[config.mk]
export PLATFORM = sky130hd
export DESIGN_NAME = fp_mac_rr_sched
export DESIGN_NICKNAME = d
export VERILOG_FILES = /design/src/rtl/fp_mac_rr_sched.sv
export SDC_FILE = /design/constraint.sdc
export NUM_CORES = 1
export LEC_CHECK = 0
export BUFFER_PORTS_ARGS = -buffer_cell sky130_fd_sc_hd__clkbuf_2
export CORE_MARGIN = 5
export CORE_UTILIZATION = 56
export CTS_CLUSTER_DIAMETER = 50
export DETAILED_ROUTE_END_ITERATION = 12
export PLACE_DENSITY = 0.85
export RECOVER_POWER = 25
export SYNTH_ARGS = -nofsm -noshare
export SYNTH_HDL_FRONTEND = slang
export SYNTH_SLANG_ARGS = --single-unit
export TNS_END_PERCENT = 5
[constraint.sdc]
create_clock -name CLK -period 5.1 [get_ports CLK]
set_clock_uncertainty 0.15 [all_clocks]
set_input_delay 0.255 -clock CLK [delete_from_list [all_inputs] [get_ports CLK]]
set_output_delay 0.255 -clock CLK [all_outputs]
set_load 0.01 [all_outputs]
[src/rtl/fp_mac_rr_sched.sv]
// rtl/fp_mac_rr_sched.sv - round-robin scheduler sharing one fp_mac pipeline between dot-product streams
`timescale 1ns/1ps
module fp_mac_rr_sched #(
    parameter int NREQ    = 4,
    parameter int IDW     = 2,
    parameter int MAC_LAT = 6
) (
    input  logic                CLK,
    input  logic                RESET,
    input  logic [NREQ-1:0]     REQ_VALID,
    output logic [NREQ-1:0]     REQ_READY,
    input  logic [16*NREQ-1:0]  REQ_A,
    input  logic [16*NREQ-1:0]  REQ_B,
    input  logic [NREQ-1:0]     REQ_LAST,
    output logic [15:0]         MAC_A,
    output logic [15:0]         MAC_B,
    output logic [31:0]         MAC_C,
    input  logic [31:0]         MAC_Y,
    output logic                RES_VALID,
    output logic [IDW-1:0]      RES_ID,
    output logic [31:0]         RES_DATA,
    output logic                BUSY
);
    localparam int AW = $clog2(16 * NREQ);

    logic [MAC_LAT-1:0] tag_v;
    logic [MAC_LAT-1:0] tag_last;
    logic [IDW-1:0]     tag_id [MAC_LAT];

    logic [NREQ-1:0]    inflight;
    logic [NREQ-1:0]    first;
    logic [31:0]        acc [NREQ];
    logic [IDW-1:0]     rr_ptr;

    logic               ret_v;
    logic               ret_last;
    logic [IDW-1:0]     ret_id;
    logic [NREQ-1:0]    retiring;
    logic [NREQ-1:0]    eligible;

    logic               gnt_v;
    logic [IDW-1:0]     gnt_id;
    logic [IDW-1:0]     cand;
    logic [AW-1:0]      lane_base;

    assign ret_v    = tag_v[MAC_LAT-1];
    assign ret_last = tag_last[MAC_LAT-1];
    assign ret_id   = tag_id[MAC_LAT-1];
    assign BUSY     = |tag_v;

    // A requester whose element retires this cycle may issue again in the same cycle.
    always_comb begin
        retiring = '0;
        eligible = '0;
        for (int r = 0; r < NREQ; r++) begin
            retiring[r] = ret_v && (ret_id == IDW'(r));
            eligible[r] = REQ_VALID[r] && (!inflight[r] || retiring[r]);
        end
    end

    always_comb begin
        gnt_v  = 1'b0;
        gnt_id = '0;
        cand   = '0;
        for (int i = 1; i <= NREQ; i++) begin
            cand = IDW'((int'(rr_ptr) + i) % NREQ);
            if (!gnt_v && eligible[cand]) begin
                gnt_v  = 1'b1;
                gnt_id = cand;
            end
        end
        if (RESET) begin
            gnt_v  = 1'b0;
            gnt_id = '0;
        end
    end

    // A last element retiring for the granted requester starts a fresh job, hence C = 0.
    always_comb begin
        REQ_READY = '0;
        MAC_A     = '0;
        MAC_B     = '0;
        MAC_C     = '0;
        lane_base = AW'(gnt_id) << 4;
        if (gnt_v) begin
            REQ_READY[gnt_id] = 1'b1;
            MAC_A = REQ_A[lane_base +: 16];
            MAC_B = REQ_B[lane_base +: 16];
            if (first[gnt_id] || (retiring[gnt_id] && ret_last)) begin
                MAC_C = '0;
            end else if (retiring[gnt_id]) begin
                MAC_C = MAC_Y;
            end else begin
                MAC_C = acc[gnt_id];
            end
        end
    end

    always_ff @(posedge CLK) begin
        if (RESET) begin
            tag_v     <= '0;
            tag_last  <= '0;
            for (int i = 0; i < MAC_LAT; i++) begin
                tag_id[i] <= '0;
            end
            inflight  <= '0;
            first     <= '1;
            for (int r = 0; r < NREQ; r++) begin
                acc[r] <= '0;
            end
            rr_ptr    <= IDW'(NREQ - 1);
            RES_VALID <= 1'b0;
            RES_ID    <= '0;
            RES_DATA  <= '0;
        end else begin
            tag_v     <= {tag_v[MAC_LAT-2:0], gnt_v};
            tag_last  <= {tag_last[MAC_LAT-2:0], gnt_v && REQ_LAST[gnt_id]};
            tag_id[0] <= gnt_id;
            for (int i = 1; i < MAC_LAT; i++) begin
                tag_id[i] <= tag_id[i-1];
            end
            if (ret_v) begin
                acc[ret_id]      <= MAC_Y;
                inflight[ret_id] <= 1'b0;
                first[ret_id]    <= ret_last;
            end
            // Issue updates come last so a same-cycle re-issue wins over the retire.
            if (gnt_v) begin
                inflight[gnt_id] <= 1'b1;
                first[gnt_id]    <= 1'b0;
                rr_ptr           <= gnt_id;
            end
            RES_VALID <= ret_v && ret_last;
            if (ret_v && ret_last) begin
                RES_ID   <= ret_id;
                RES_DATA <= MAC_Y;
            end
        end
    end
endmodule

## Word level (Yosys, flattened, before mapping)

Memory sizes are Yosys's and may differ from the RTL's.
Cells that the tools add are included.

- Flip-flop bits (word level): 57
- Input port bits: 170
- Output and inout port bits: 104
- Logic and storage cells: 125
- Memories kept: 2
- Memory bits (writable): 140

Memory list:

| name | depth | width | rd ports | clocked after memory_dff | wr ports | RTL line | source |
|---|---|---|---|---|---|---|---|
| acc | 4 | 32 | 1 | 0 | 4 | 32 | `logic [31:0] acc [NREQ];` |
| tag_id | 6 | 2 | 6 | 0 | 6 | 28 | `logic [IDW-1:0] tag_id [MAC_LAT];` |

- Equality and inequality tests: 3
- Shift-type cells: 2
- Add/sub/neg operators: 4
- Order comparisons: 8
- Multiplexer cells: 56
- Reductions and logical operators: 31
- Bitwise logic cells: 11

Operators by type and width:

| operator | number |
|---|---|
| 2-to-1 mux 32 bit | 4 |
| indexed part select 64 x 7 -> 16 bit | 2 |
| 2-to-1 mux 16 bit | 2 |
| OR reduction 32 bit | 1 |
| 2-to-1 mux 4 bit | 7 |
| 2-to-1 mux 2 bit | 12 |
| 2-to-1 mux 1 bit | 21 |
| < comparator 2 x 3 -> 1 bit, second input constant | 6 |
| logical AND 1 bit | 16 |
| binary-select mux 1 bit (select 2 bit) | 7 |
| bitwise AND 4 bit | 2 |
| NOT 4 bit | 2 |
| logical NOT 1 bit | 7 |
| OR 1 bit | 6 |
| OR reduction 6 bit | 1 |
| logical OR 1 bit | 5 |
| adder 2 x 1 -> 2 bit, second input constant | 2 |
| adder 2 bit, second input constant | 2 |
| bitwise mux 4 bit | 1 |
| demux 1 bit (select 2 bit) | 2 |
| equality test 2 bit, second input constant | 2 |
| greater-or-equal comparator 2 x 1 -> 1 bit, second input constant | 2 |
| OR 4 bit | 1 |
| equality test 2 x 1 -> 1 bit, second input constant | 1 |
| logical NOT 2 bit | 1 |

## Depth between registers and ports, before layout

An unclocked memory read counts as a cell.

- Depth in word-level cells: 25
- Depth in mapped cells: 13
- Gate-level depth less buffers: 9

## Least setup slack after synthesis

Ideal clock, no wire load.

- Path kind: reg2out
- Start: register tag_v[5]
- End: output port MAC_A[0]
- Path buffers: 4
- Setup slack: 1.857 ns
- Arrival time: 2.838 ns
- Stages on the path, launching flop included: 13
- Data required time: 4.695 ns
- Cell sequence: dfxtp_1 buf_2 or3b_1 buf_2 a21boi_2 o22ai_1 and2_0 clkbuf_1 nor2_1 buf_2 mux2_2 a222oi_1 nor2_1

- Cells in the longest elaborated chain, start to end: 18
- Elaborated cells on any way between the ends: 38
- Those cells by class: shift (1); mux (19); reduce/logical (18)

Ends and longest elaborated chain:

| what | RTL line | source |
|---|---|---|
| start: declaration | 26 | `logic [MAC_LAT-1:0] tag_v;` |
| start signal: assignment | 116 | `tag_v <= {tag_v[MAC_LAT-2:0], gnt_v};` |
| logical AND 1 bit | 56 | `retiring[r] = ret_v && (ret_id == IDW'(r));` |
| logical OR 1 bit | 57 | `eligible[r] = REQ_VALID[r] && (!inflight[r] \|\| retiring[r]);` |
| logical AND 1 bit | 57 |  |
| binary-select mux 1 bit (select 2 bit) | 67 | `if (!gnt_v && eligible[cand]) begin` |
| 2-to-1 mux 1 bit (implied by the code) | 67 |  |
| 2-to-1 mux 1 bit | 67 |  |
| logical NOT 1 bit | 67 |  |
| logical AND 1 bit | 67 |  |
| (+2 left out) | -- |  |
| logical AND 1 bit | 67 |  |
| 2-to-1 mux 1 bit | 67 |  |
| logical NOT 1 bit | 67 |  |
| logical AND 1 bit | 67 |  |
| 2-to-1 mux 2 bit | 67 |  |
| 2-to-1 mux 2 bit | 72 | `if (RESET) begin` |
| indexed part select 64 x 7 -> 16 bit | 87 | `MAC_A = REQ_A[lane_base +: 16];` |
| 2-to-1 mux 16 bit * | 85 | `if (gnt_v) begin` |
| end: declaration | 15 | `output logic [15:0] MAC_A,` |

Mark *: on every way between the ends. The rest lies on a longest branch, timed or not. The select of a mux whose other input is x is not followed.

## Final worst setup path

- Start: register tag_v[5]
- End: output port MAC_C[0]

- Cells in the longest elaborated chain, start to end: 22
- Elaborated cells on any way between the ends: 46
- Those cells by class: mux (25); reduce/logical (20); memory (1)

Ends and longest elaborated chain:

| what | RTL line | source |
|---|---|---|
| logical AND 1 bit | 56 |  |
| logical OR 1 bit | 57 |  |
| logical AND 1 bit | 57 |  |
| binary-select mux 1 bit (select 2 bit) | 67 |  |
| 2-to-1 mux 1 bit (implied by the code) | 67 |  |
| 2-to-1 mux 1 bit | 67 |  |
| logical NOT 1 bit | 67 |  |
| logical AND 1 bit | 67 |  |
| (+6 left out) | -- |  |
| 2-to-1 mux 2 bit | 67 |  |
| 2-to-1 mux 2 bit | 72 |  |
| binary-select mux 1 bit (select 2 bit) | 89, 91 |  |
| 2-to-1 mux 1 bit (implied by the code) | 89, 91 |  |
| logical AND 1 bit | 89 | `if (first[gnt_id] \|\| (retiring[gnt_id] && ret_last)) begin` |
| logical OR 1 bit | 89 |  |
| 2-to-1 mux 32 bit | 89 |  |
| 2-to-1 mux 32 bit * | 85 |  |
| end: declaration | 17 | `output logic [31:0] MAC_C,` |

Marks and branches as above.

==> results.cfg <==
[setup_path]
cp_max_fo = 19
crit_arrival_ns = 4.25
end_kind = primary output
reg2reg_from = tag_v[5]$_SDFF_PP0_
worst_path_max_delay_cell = o21ai_4
cp_num_buf_inv = 2
crit_start = tag_v[5]$_SDFF_PP0_
critical_path.startpoint_type = register
cp_cell_sequence = or3b_1 > a21boi_2 > a211o_1 > o21ai_0 > o21ai_4 > o221ai_1 > a221oi_4 > buf_4 > a21boi_1 > clkbuf_2
required_ns = 4.70
cp_top_family = compound AO/OA/AOI/OAI gates
cpPeakStageDelay_ns = 0.63
crit_type = register to primary output

[clock_network]
postCtsResizedCells = 0
cts_tree = done
cts_setup_buffers = 0
worstSkewPairLatency_ns = 0.44
cts.htree.levels = 4
cts.sinks = 197
cts_root_buf = clkbuf_16
cts_buffers = 17
cts_buffer_depth = 2
path_clk_slew_ns = 0.07

[placed_design]
portBuffers = 273
globalplace.congestion = 0.893
dp_slack_ns = 0.907
dp.final_hpwl_um = 17500

[global_routing]
antenna_found_initial = 1
grt.overflow.total = 0
grt_max_degree = 68
track_usage_pct = 28.0
grt_pass1_vias = 8138
grt_pass1_wl_um = 43300

[timing]
finalCritPeriodShare_pct = 91.2
hold_violations = 0
setup-violations-final = 0
relSlewSlack_pct = 24.5
worst_pin_slew_ns = 1.13
drv_slew = 0
fin_crit_ns = 4.65
tns_ns = 0
layout_setup_ws_ns = 0.447
rsz0062_at_grt = no
fmax_mhz = 215

[synth]
syn_avg_cell_area_um2 = 10.5
ys_seq_area_share_pct = 55.8
synth_cell_type_count = 49
synth_ff_type = edfxtp_1
synth_fp_nets = 1064
synth-edff-count = 128
syn_inst = 894
ys_async_sr_fraction_pct = 0
syn-cell-area_um2 = 9360
yosys_warnings = 0
ys_seq_elements = 197

[route]
drcViolationCount = 0
ant_nets = 0
via_count = 8147
wl_per_cell_um = 19.8
drtIter0Drc = 1035
drt-total-wl_um = 27600
vias_per_cell = 5.85
drtPass1Iterations = 9

[job]
drv_cap = 0

[power]
powerDensity_nw_per_um2 = 412
p_leak_nw = 4.99
ir_drop_mv = 0.312
power.total_mw = 4.81

[die]
dieArea_um2 = 19400
core-area_um2 = 16500
die_w_um = 139
ios = 274
die_y_um = 139
start_util_pct = 56.8
row_count = 47

[status]
outcome = finished, final reports clean

[layout]
nFillCells = 1222
fin_nets = 1330
antenna_cells = 0
synthToLayoutAreaGrowth_pct = 25.0
drive_above_1_share_pct = 30.9

[worst_hold_path]
worstHoldPathType = primary input to register
min_from = REQ_VALID[0]
[worst paths after layout]
check                                 to  slack [ns]  depth (start not counted)
setup / recovery                MAC_C[0]        0.45                         10
hold / removal    rr_ptr[1]$_SDFFE_PP1P_        0.25                          5
setup reg to reg  tag_last[0]$_SDFF_PP0_        0.89                         10
hold reg to reg   tag_last[4]$_SDFF_PP0_        0.29                          1
[where the power goes]
part           total (mW)  internal [mW]  switching, mW
Sequential           1.83           1.78         0.0424
Clock                1.35          0.765          0.581
Combinational        1.64          0.731          0.909
[cells by family (layout without fill, tap and decap cells)]
logic type / count (synthesis) / after routing / synth area share (%)
muxes: 69 / 69 / 7.83
and+or+nand+nor: 321 / 321 / 14.1
buffers and inverters: 113 / 392 / 5.23
DFF: 197 / 197 / 55.8
AOI/OAI and AO/OA: 194 / 194 / 17.0
[metal layers]
metal / global-route usage, % / part of all wire (%) / up-vias
met5: 0 / 0.033 / -
met4: 6.95 / 1.2 / 2
met3: 7.27 / 8.9 / 43
met2: 45.5 / 48 / 382
met1: 37.8 / 42 / 3979
li1: - / - / 3741
[cell usage after synthesis, types with 3 or more instances]
master	n	area, um2
nand2_1	145	544
nor2_1	136	510
edfxtp_1	128	3840
dfxtp_1	69	1380
clkbuf_1	51	191
a21oi_1	39	195
inv_1	36	135
mux2i_1	35	350
mux2_2	34	383
a211o_1	33	289
a222oi_1	33	330
o22ai_1	33	206
a21boi_2	31	349
nor2b_1	22	138
buf_1	11	41.3
buf_6	7	78.8
buf_2	6	30.0
nor4_1	4	25.0
a21boi_1	3	22.5
a31o_2	3	26.3
[per-stage QoR]
step / hold slack [ns] / area (um2) / util (%) / cells
after global routing: 0.287 / 11700 / 71.0 / 1393
after CTS: 0.220 / 11700 / 71.2 / 1392
after floorplan: 0.241 / 9360 / - / 894
after global placement: 0.268 / 10800 / 65.6 / 1326
final: 0.252 / 11700 / 71.0 / 1393
after detailed placement: 0.272 / 10800 / 65.6 / 1326
[sequential cells by signal (all words and copies together), names as in the netlist]
signal and count:
tag_v 6, acc 128, RES_VALID 1, inflight 4
RES_DATA 32, first 4, rr_ptr 2, RES_ID 2
tag_last 6, tag_id 12
[cell type report]
class | count | area, um2 | share of cell area, %
Clock buffer | 18 | 429 | 3.67
Clock inverter | 14 | 161 | 1.38
Inverter | 38 | 148 | 1.26
Multi-Input combinational cell | 584 | 3680 | 31.4
Sequential cell | 197 | 5230 | 44.7
Tap cell | 220 | 275 | 2.35
Timing Repair Buffer | 322 | 1780 | 15.2
[repair_timing]
action | in CTS | in global routing
hold endpoints to repair | 33 | 0
hold buffers | 34 | 0
setup endpoints to repair | 0 | 0
[tightest hold or removal path, stage by stage]
cell and delay (ns):
clkbuf_2 0.09, a21boi_2 0.22, nor4_1 0.10, nand2_1 0.07
nand2_1 0.05
[placed cells by master, fill, tap and decap left out, types with 4 or more instances in the layout]
| cell | instances |
|---|---|
| a211o_1 | 33 |
| a21boi_2 | 31 |
| a21oi_1 | 39 |
| a222oi_1 | 33 |
| buf_4 | 14 |
| clkbuf_1 | 38 |
| clkbuf_16 | 17 |
| clkbuf_2 | 236 |
| clkinv_1 | 4 |
| clkinvlp_4 | 5 |
| dfxtp_1 | 69 |
| dlygate4sd3_1 | 34 |
| edfxtp_1 | 128 |
| inv_1 | 36 |
| mux2_2 | 34 |
| mux2i_1 | 35 |
| nand2_1 | 140 |
| nand2_2 | 5 |
| nor2_1 | 135 |
| nor2b_1 | 22 |
| nor4_1 | 4 |
| o22ai_1 | 33 |
Note: power is estimated with default switching activity, not from simulation.
